[src/rtl/seq_mul_handshake.sv]
// seq_mul_handshake: radix-2 shift-add unsigned multiplier, one WIDTH+1 bit adder reused
// for WIDTH cycles, with valid/ready handshakes on operand and result sides.
module seq_mul_handshake #(
    parameter int WIDTH = 16
) (
    input  logic                 clk,
    input  logic                 rst_n,
    input  logic                 in_valid,
    output logic                 in_ready,
    input  logic [WIDTH-1:0]     a,
    input  logic [WIDTH-1:0]     b,
    output logic                 out_valid,
    input  logic                 out_ready,
    output logic [2*WIDTH-1:0]   product,
    output logic                 busy
);
    localparam int CW = $clog2(WIDTH);
    typedef enum logic [1:0] {IDLE, RUN, DONE} state_t;
    state_t state, state_nxt;
    logic [WIDTH:0]   hi, sum;
    logic [WIDTH-1:0] lo, a_reg;
    logic [CW-1:0]    cnt;
    logic             accept, zero_op, last;
    assign accept  = in_valid && state == IDLE;
    assign zero_op = a == '0 || b == '0;
    assign last    = cnt == CW'(WIDTH - 1);
    assign sum     = hi + (lo[0] ? {1'b0, a_reg} : '0);
    always_comb begin
        state_nxt = state;
        in_ready  = state == IDLE;
        busy      = state != IDLE;
        out_valid = state == DONE;
        case (state)
            IDLE:    state_nxt = accept ? (zero_op ? DONE : RUN) : IDLE;
            RUN:     state_nxt = last ? DONE : RUN;
            DONE:    state_nxt = out_ready ? IDLE : DONE;
            default: state_nxt = IDLE;
        endcase
    end
    always_ff @(posedge clk or negedge rst_n) begin
        if (!rst_n) begin
            state   <= IDLE;
            hi      <= '0;
            lo      <= '0;
            a_reg   <= '0;
            cnt     <= '0;
            product <= '0;
        end else begin
            state <= state_nxt;
            if (accept) begin
                a_reg <= a;
                hi    <= '0;
                lo    <= b;
                cnt   <= '0;
                if (zero_op) product <= '0;
            end else if (state == RUN) begin
                // The carry lands in sum[WIDTH] and is shifted down into hi.
                hi  <= {1'b0, sum[WIDTH:1]};
                lo  <= {sum[0], lo[WIDTH-1:1]};
                cnt <= cnt + 1'b1;
                if (last) product <= {sum, lo[WIDTH-1:1]};
            end
        end
    end
endmodule

[config.mk]
export PLATFORM = sky130hd
export DESIGN_NAME = seq_mul_handshake
export DESIGN_NICKNAME = d
export VERILOG_FILES = /design/src/rtl/seq_mul_handshake.sv
export SDC_FILE = /design/constraint.sdc
export NUM_CORES = 1
export LEC_CHECK = 0
export ABC_AREA = 1
export ABC_CLOCK_PERIOD_IN_PS = 2900
export CORE_MARGIN = 8
export CORE_UTILIZATION = 54
export DETAILED_ROUTE_END_ITERATION = 10
export PLACE_DENSITY = 0.78
export SKIP_CTS_REPAIR_TIMING = 1
export SYNTH_ARGS = -nofsm -noshare
export SYNTH_HDL_FRONTEND = slang
export SYNTH_SLANG_ARGS = --single-unit
export TNS_END_PERCENT = 20
[constraint.sdc]
create_clock -name clk -period 2.9 [get_ports clk]
set_clock_uncertainty 0.05 [all_clocks]
set_input_delay 0.29 -clock clk [delete_from_list [all_inputs] [get_ports clk]]
set_output_delay 0.29 -clock clk [all_outputs]
set_load 0.005 [all_outputs]
==> reports/metrics.csv, run 1 <==
metric;value;unit
clk_lat worst skew;0.36;ns
hold crit path type;in2async;
CTS H-tree depth;3;
status;complete, no violations;
Final Hold Vio Count;0;
flops & latches, synth;86;
ratio of final minimum period to clock period;0.832;
Netlist cell types;32;
Biggest register;product;
syn avg cell area;7.70;um2
largest net degree at the start of global routing;46;
pwr dens;1010;nW/um2
Period minus WS final;2.41;ns
max reg flops;32;
Post-Layout Cell Count;785;
TritonRoute pass-1 iters;5;
crit-path max cell delay;0.68;ns
Placeable Area;8550;um2
net switching share of the total power;0.405;
Worst VDD drop;0.000462;V
GRT overflow;0;
wire per inst;14.1;um
synthesized area;4670;um2
complex-gate fraction of the synthesized area;0.104;
area share of xor/xnor cells in the synthesized design;0.00187;
CTS tree;built;
register area share after synthesis;0.461;
synthesis-to-finish area growth;20.4;%
slowest cell on the critical path;dfrtp_1;
nature of the critical path endpoint;register;
Syn. warnings;0;
clock network fraction of total power;0.168;
WL final;11100;um
FMAX;0.415;GHz
HPWL after detailed placement;8250;um
Ports;71;
Die X;109;um
WS Path Type;reg2reg;
mux cell area share after synthesis;0;
Total Power;5.70;mW
leakage;2.97;nW
Req. time, crit path;3.15;ns
Internal Pwr Total;3.39;mW
CP max FO;17;
Initial Util;0.547;
grt met2 use;0.302;
DIE AREA;11900;um2
sequential fraction of design power;0.364;
total number of placement rows;34;
clk buf depth;2;
relative slew slack;0.604;
layout cells sized above 1;0.0547;
max-slew violation count;0;
most used routing layer;met2;
antenna violations before repair;0;
max-cap violation count;0;
met3 usage;0.0290;
vias in the first global route;3966;
DRT iter0 DRCs;214;
Net Sw Power;2.31;mW
GP Congestion;0.888;
Worst setup startpoint;lo[0]$_DFFE_PN0P_;
Reg2Reg Setup Slack;0.49;ns
vias per inst;5.14;
Placed Instances;768;
Layout fillers;723;
met1 usage;0.283;
DRC violations left;0;
logic gate share of total power;0.467;
first-pass GRT wire length;18900;um
gr usage total;0.199;
adder-cell share of the synthesized area;0.0498;
diode count;0;
post-detailed-route count of antenna-violating nets;0;
Clk pin slew, worst setup/hold paths;0.10;ns
CTS buffer count;9;
Post-Synth Simple-Gate Area;0.282;
Die Ht;109;um
nets;726;
CP Cell Sequence;nand2_1 > inv_1 > ha_1 > inv_1 > fa_1 > inv_1 > nand3_1 > nand3_1 > nand3_1 > nand3_1 > nand2_1 > nand3b_1 > nand2_1 > nand2_1;
CTS Sinks;86;
combinational family with the most area after synthesis;simple AND/OR/NAND/NOR gates;
via count;4032;
RSZ-0062 raised after global routing;no;
reg2reg start;lo[0]$_DFFE_PN0P_;
Synth Net Count;661;
final setup violation count;0;
# port buffers;70;
TNS Setup;0;ns
Post-Syn Instances;607;
Worst EP arrival;2.66;ns
Setup crit start kind;register;
root buffer cell;clkbuf_8;
Slew @ Worst Pin;0.595;ns
-- cells in the final DEF, fill, tap and decap left out, types with 2 or more instances in the layout --
master / instances
o221ai_1: 9
nor2_1: 40
o21ai_0: 28
nand2_4: 4
nand3_1: 21
nand2_1: 229
bufinv_16: 2
inv_1: 82
nand4_1: 12
o21ai_2: 7
inv_2: 2
o21ai_1: 15
dfrtp_1: 86
clkdlybuf4s50_1: 69
buf_4: 3
inv_4: 2
and2_1: 3
a22oi_1: 5
nor3_1: 2
nor2_4: 2
clkbuf_8: 9
ha_1: 17
a21oi_1: 11
o211ai_1: 2
-- routing by layer --
layer	wire length [um]	share of wire
met1	5480	0.49
met2	4940	0.45
met3	532	0.048
met4	133	0.012
met5	0	0
-- power groups by stage --
stage	Clock, mW	Combinational (mW)	Sequential [mW]
after CTS	0.962	2.68	2.07
after detailed placement	0	2.67	2.09
final	0.959	2.66	2.08
after global placement	0	2.60	2.08
after global routing	1.01	3.02	2.14
after floorplan	0	1.79	2.02
-- critical path: cells and delay by family, from the launching register on --
| family | cells | cell delay [ns] |
|---|---|---|
| adders and majority gates | 2 | 0.57 |
| and+or+nand+nor | 9 | 0.83 |
| buffers and inverters | 3 | 0.23 |
| DFF | 1 | 0.68 |
-- through the flow --
step                setup slack, ns  hold WS [ns]  utilization  instance area [um2]
floorplan                     0.879       -0.0556            -                 4670
finish                        0.488         0.402        0.658                 5630
global placement              0.641         0.275        0.631                 5400
CTS                           0.520        -0.118        0.657                 5620
global route                  0.307         0.440        0.658                 5630
detailed placement            0.552         0.275        0.631                 5400
-- cells in the mapped netlist, drive strengths merged --
master  count  area [um2]
dfrtp      86        2150
nor2       43         193
or2         1        6.26
a32o        1        10.0
nand3      21         105
fa          1        20.0
xor2        1        8.76
ha         17         213
o21ai      50         277
buf        14         123
o22ai       1        6.26
clkbuf      6        22.5
o221ai      9        78.8
a21oi      11        55.1
nand3b      1        7.51
o21a        1        7.51
nor3        2        10.0
o211ai      2        15.0
nand2     233         905
inv        86         328
and2        3        18.8
a22oi       5        37.5
nand4      12        75.1
-- cells by family (layout without fill, tap and decap cells) --
family	count (synthesis)	count (layout)
and+or+nand+nor	316	316
buffers and inverters	106	176
DFF	86	86
AOI/OAI and AO/OA	80	80
adders and majority gates	18	18
xor gates and xnor gates	1	1
-- area by class of cell --
| cell class | instances | area (um2) | area share |
|---|---|---|---|
| Tap cell | 108 | 135 | 0.0240 |
| Timing Repair Buffer | 74 | 743 | 0.132 |
| Sequential cell | 86 | 2150 | 0.382 |
| Inverter | 86 | 328 | 0.0582 |
| Multi-Input combinational cell | 415 | 2050 | 0.364 |
| Clock inverter | 6 | 93.8 | 0.0167 |
| Clock buffer | 10 | 128 | 0.0227 |
-- final timing paths --
path / to / depth (start not counted)
worst min register to register: product[24]$_DFFE_PN0P_ / 2
max in group asynchronous: product[23]$_DFFE_PN0P_ / 3
min in group clk: product[24]$_DFFE_PN0P_ / 2
worst max register to register: hi[15]$_DFFE_PN0P_ / 14
worst max-delay path: hi[15]$_DFFE_PN0P_ / 14
worst min-delay path: product[3]$_DFFE_PN0P_ / 2
No activity file was read; power rests on OpenSTA's default activity.
==> run 2, diff against run 1 <==
--- a/config.mk
+++ b/config.mk
@@ -6,11 +6,11 @@
 export NUM_CORES = 1
 export LEC_CHECK = 0
 export ABC_AREA = 1
-export ABC_CLOCK_PERIOD_IN_PS = 2900
+export ABC_CLOCK_PERIOD_IN_PS = 2200
 export CORE_MARGIN = 8
-export CORE_UTILIZATION = 54
+export CORE_UTILIZATION = 49
 export DETAILED_ROUTE_END_ITERATION = 10
-export PLACE_DENSITY = 0.78
+export PLACE_DENSITY = 0.74
 export SKIP_CTS_REPAIR_TIMING = 1
 export SYNTH_ARGS = -nofsm -noshare
 export SYNTH_HDL_FRONTEND = slang
==> constraint.sdc (replaced) <==
create_clock -name clk -period 2.2 [get_ports clk]
set_clock_uncertainty 0.05 [all_clocks]
set_input_delay 0.22 -clock clk [delete_from_list [all_inputs] [get_ports clk]]
set_output_delay 0.22 -clock clk [all_outputs]
set_load 0.005 [all_outputs]
==> reports/metrics.csv, run 2 (synthesis gave the netlist of run 1 again) <==
metric;value;unit;change
HPWL after detailed placement;8520;um;was 8250 um
Period minus WS final;2.11;ns;was 2.41 ns
final worst setup slack;0.0871;ns;was 0.488 ns
via count;4074;;was 4032
Final Hold Vio Count;0;;unchanged
status;complete, no violations;;unchanged
Total Power;7.79;mW;was 5.70 mW
family with the most delay on the worst path;simple AND/OR/NAND/NOR gates;;unchanged
max reg flops;32;;unchanged
vias per inst;5.03;;was 5.14
wire per inst;14.2;um;was 14.1 um
Setup crit start kind;register;;unchanged
ratio of final minimum period to clock period;0.960;;was 0.832
post-detailed-route count of antenna-violating nets;0;;unchanged
nature of the critical path endpoint;register;;unchanged
largest net degree at the start of global routing;46;;unchanged
Sequential Area;2150;um2;unchanged
relative slew slack;0.632;;was 0.604
CTS buffer count;9;;unchanged
CP most frequent cell;nand2_1;;
hold crit path type;in2async;;unchanged
GRT overflow;0;;unchanged
Buf+Inv Stages, Crit Path;2;;was 3
DRT iter0 DRCs;234;;was 214
max-slew violation count;0;;unchanged
TritonRoute pass-1 iters;5;;unchanged
placement-stage cell area;5450;um2;was 5400 um2
Placed Instances;793;;was 768
Worst EP arrival;2.33;ns;was 2.66 ns
diode count;0;;unchanged
WS Path Type;reg2reg;;unchanged
clk_lat worst skew;0.37;ns;was 0.36 ns
leakage;3.02;nW;was 2.97 nW
Biggest register;product;;unchanged
commonest cells after routing, fill and taps aside;nand2_1, dfrtp_1, inv_1, clkdlybuf4s50_1, nor2_1;;unchanged
WL final;11500;um;was 11100 um
Post-Layout Cell Count;810;;was 785
nets;730;;was 726
synthesis-to-finish area growth;23.4;%;was 20.4%
first-pass GRT wire length;19200;um;was 18900 um
Die X;114;um;was 109 um
Initial Util;0.506;;was 0.547
Clk pin slew, worst setup/hold paths;0.10;ns;about the same
CTS tree;built;;unchanged
CTS Sinks;86;;unchanged
slowest cell on the critical path;dfrtp_1;;unchanged
clk buf depth;2;;unchanged
max-cap violation count;0;;unchanged
CP Cell Sequence;buf_6 > nand2_1 > inv_1 > ha_1 > nand2_1 > nor2_1 > and2_1 > nand2_1 > nand2_1 > nand2_1 > nand4_1 > nand2_1;;was nand2_1 > inv_1 > ha_1 > inv_1 > fa_1 > inv_1 > nand3_1 > nand3_1 > nand3_1 > nand3_1 > nand2_1 > nand3b_1 > nand2_1 > nand2_1
final core utilization;0.624;;was 0.658
crit-path max cell delay;0.42;ns;was 0.68 ns
area of the multi-input gates;2100;um2;was 2050 um2
Slew @ Worst Pin;0.552;ns;was 0.595 ns
Placeable Area;9240;um2;was 8550 um2
antenna violations before repair;0;;unchanged
Die Ht;114;um;was 109 um
FMAX;0.473;GHz;was 0.415 GHz
layout cells sized above 1;0.0793;;was 0.0547
Ports;71;;unchanged
DIE AREA;12900;um2;was 11900 um2
Worst VDD drop;0.000679;V;was 0.000462 V
# port buffers;70;;unchanged
pwr dens;1350;nW/um2;was 1010 nW/um2
DRC violations left;0;;unchanged
final setup violation count;0;;unchanged
Req. time, crit path;2.42;ns;was 3.15 ns
CP max FO;15;;was 17
vias in the first global route;3997;;was 3966
total number of placement rows;35;;was 34
pre-CTS WS;0.0437;ns;was 0.552 ns
Layout fillers;858;;was 723
root buffer cell;clkbuf_8;;unchanged
CTS H-tree depth;3;;unchanged
RSZ-0062 raised after global routing;yes;;was no
GP Congestion;0.919;;was 0.888
post-route cell area;5770;um2;was 5630 um2
most common cell after layout, fill and taps aside;nand2_1;;unchanged
gr usage total;0.184;;was 0.199
==> run 2: stage by stage <==
stage	hold slack, ns	setup TNS (ns)
6_report	0.308	0
5_1_grt	0.349	-0.0435
4_1_cts	-0.214	0
3_5_place_dp	0.195	0
3_3_place_gp	0.188	0
2_1_floorplan	-0.126	0
==> run 2: layer usage <==
layer	routed length (um)	part of all wire	track usage	up-vias
met1	5450	0.48	0.248	1888
li1	-	-	-	2054
met5	0	0	0	-
met3	641	0.056	0.0386	16
met2	5180	0.45	0.284	116
met4	202	0.018	0.0675	0
==> run 2: final timing paths <==
check / start / to / slack, ns / cells past startpoint
setup / recovery: lo[0]$_DFFE_PN0P_ / product[28]$_DFFE_PN0P_ / 0.09 / 12
hold reg to reg: product[20]$_DFFE_PN0P_ / product[20]$_DFFE_PN0P_ / 0.43 / 2
min in group clk: a[2] / a_reg[2]$_DFFE_PN0P_ / 0.36 / 3
max in group asynchronous: rst_n / hi[6]$_DFFE_PN0P_ / 1.14 / 3
setup reg to reg: lo[0]$_DFFE_PN0P_ / product[28]$_DFFE_PN0P_ / 0.09 / 12
hold / removal: rst_n / product[2]$_DFFE_PN0P_ / 0.31 / 2
==> run 2: worst reg2reg max path: stages, from the launching register on <==
cell	delay [ns]
dfrtp_1	0.42
buf_6	0.16
nand2_1	0.13
inv_1	0.06
ha_1	0.37
nand2_1	0.13
nor2_1	0.20
and2_1	0.16
nand2_1	0.07
nand2_1	0.08
nand2_1	0.06
nand4_1	0.08
nand2_1	0.05
==> run 2: final cells by class <==
cell class                 count  share of cell area
timing repair buffer          78               0.135
multi-input combinational    415               0.364
sequential                    86               0.373
inverter                      86              0.0568
clock inverter                 7              0.0221
tap                          129              0.0280
clock buffer                   9              0.0215
==> run 2: where the power goes <==
part	switching (mW)	internal [mW]	total (mW)
sequential	0.415	2.31	2.72
clock	0.620	0.772	1.39
combinational	2.09	1.58	3.67
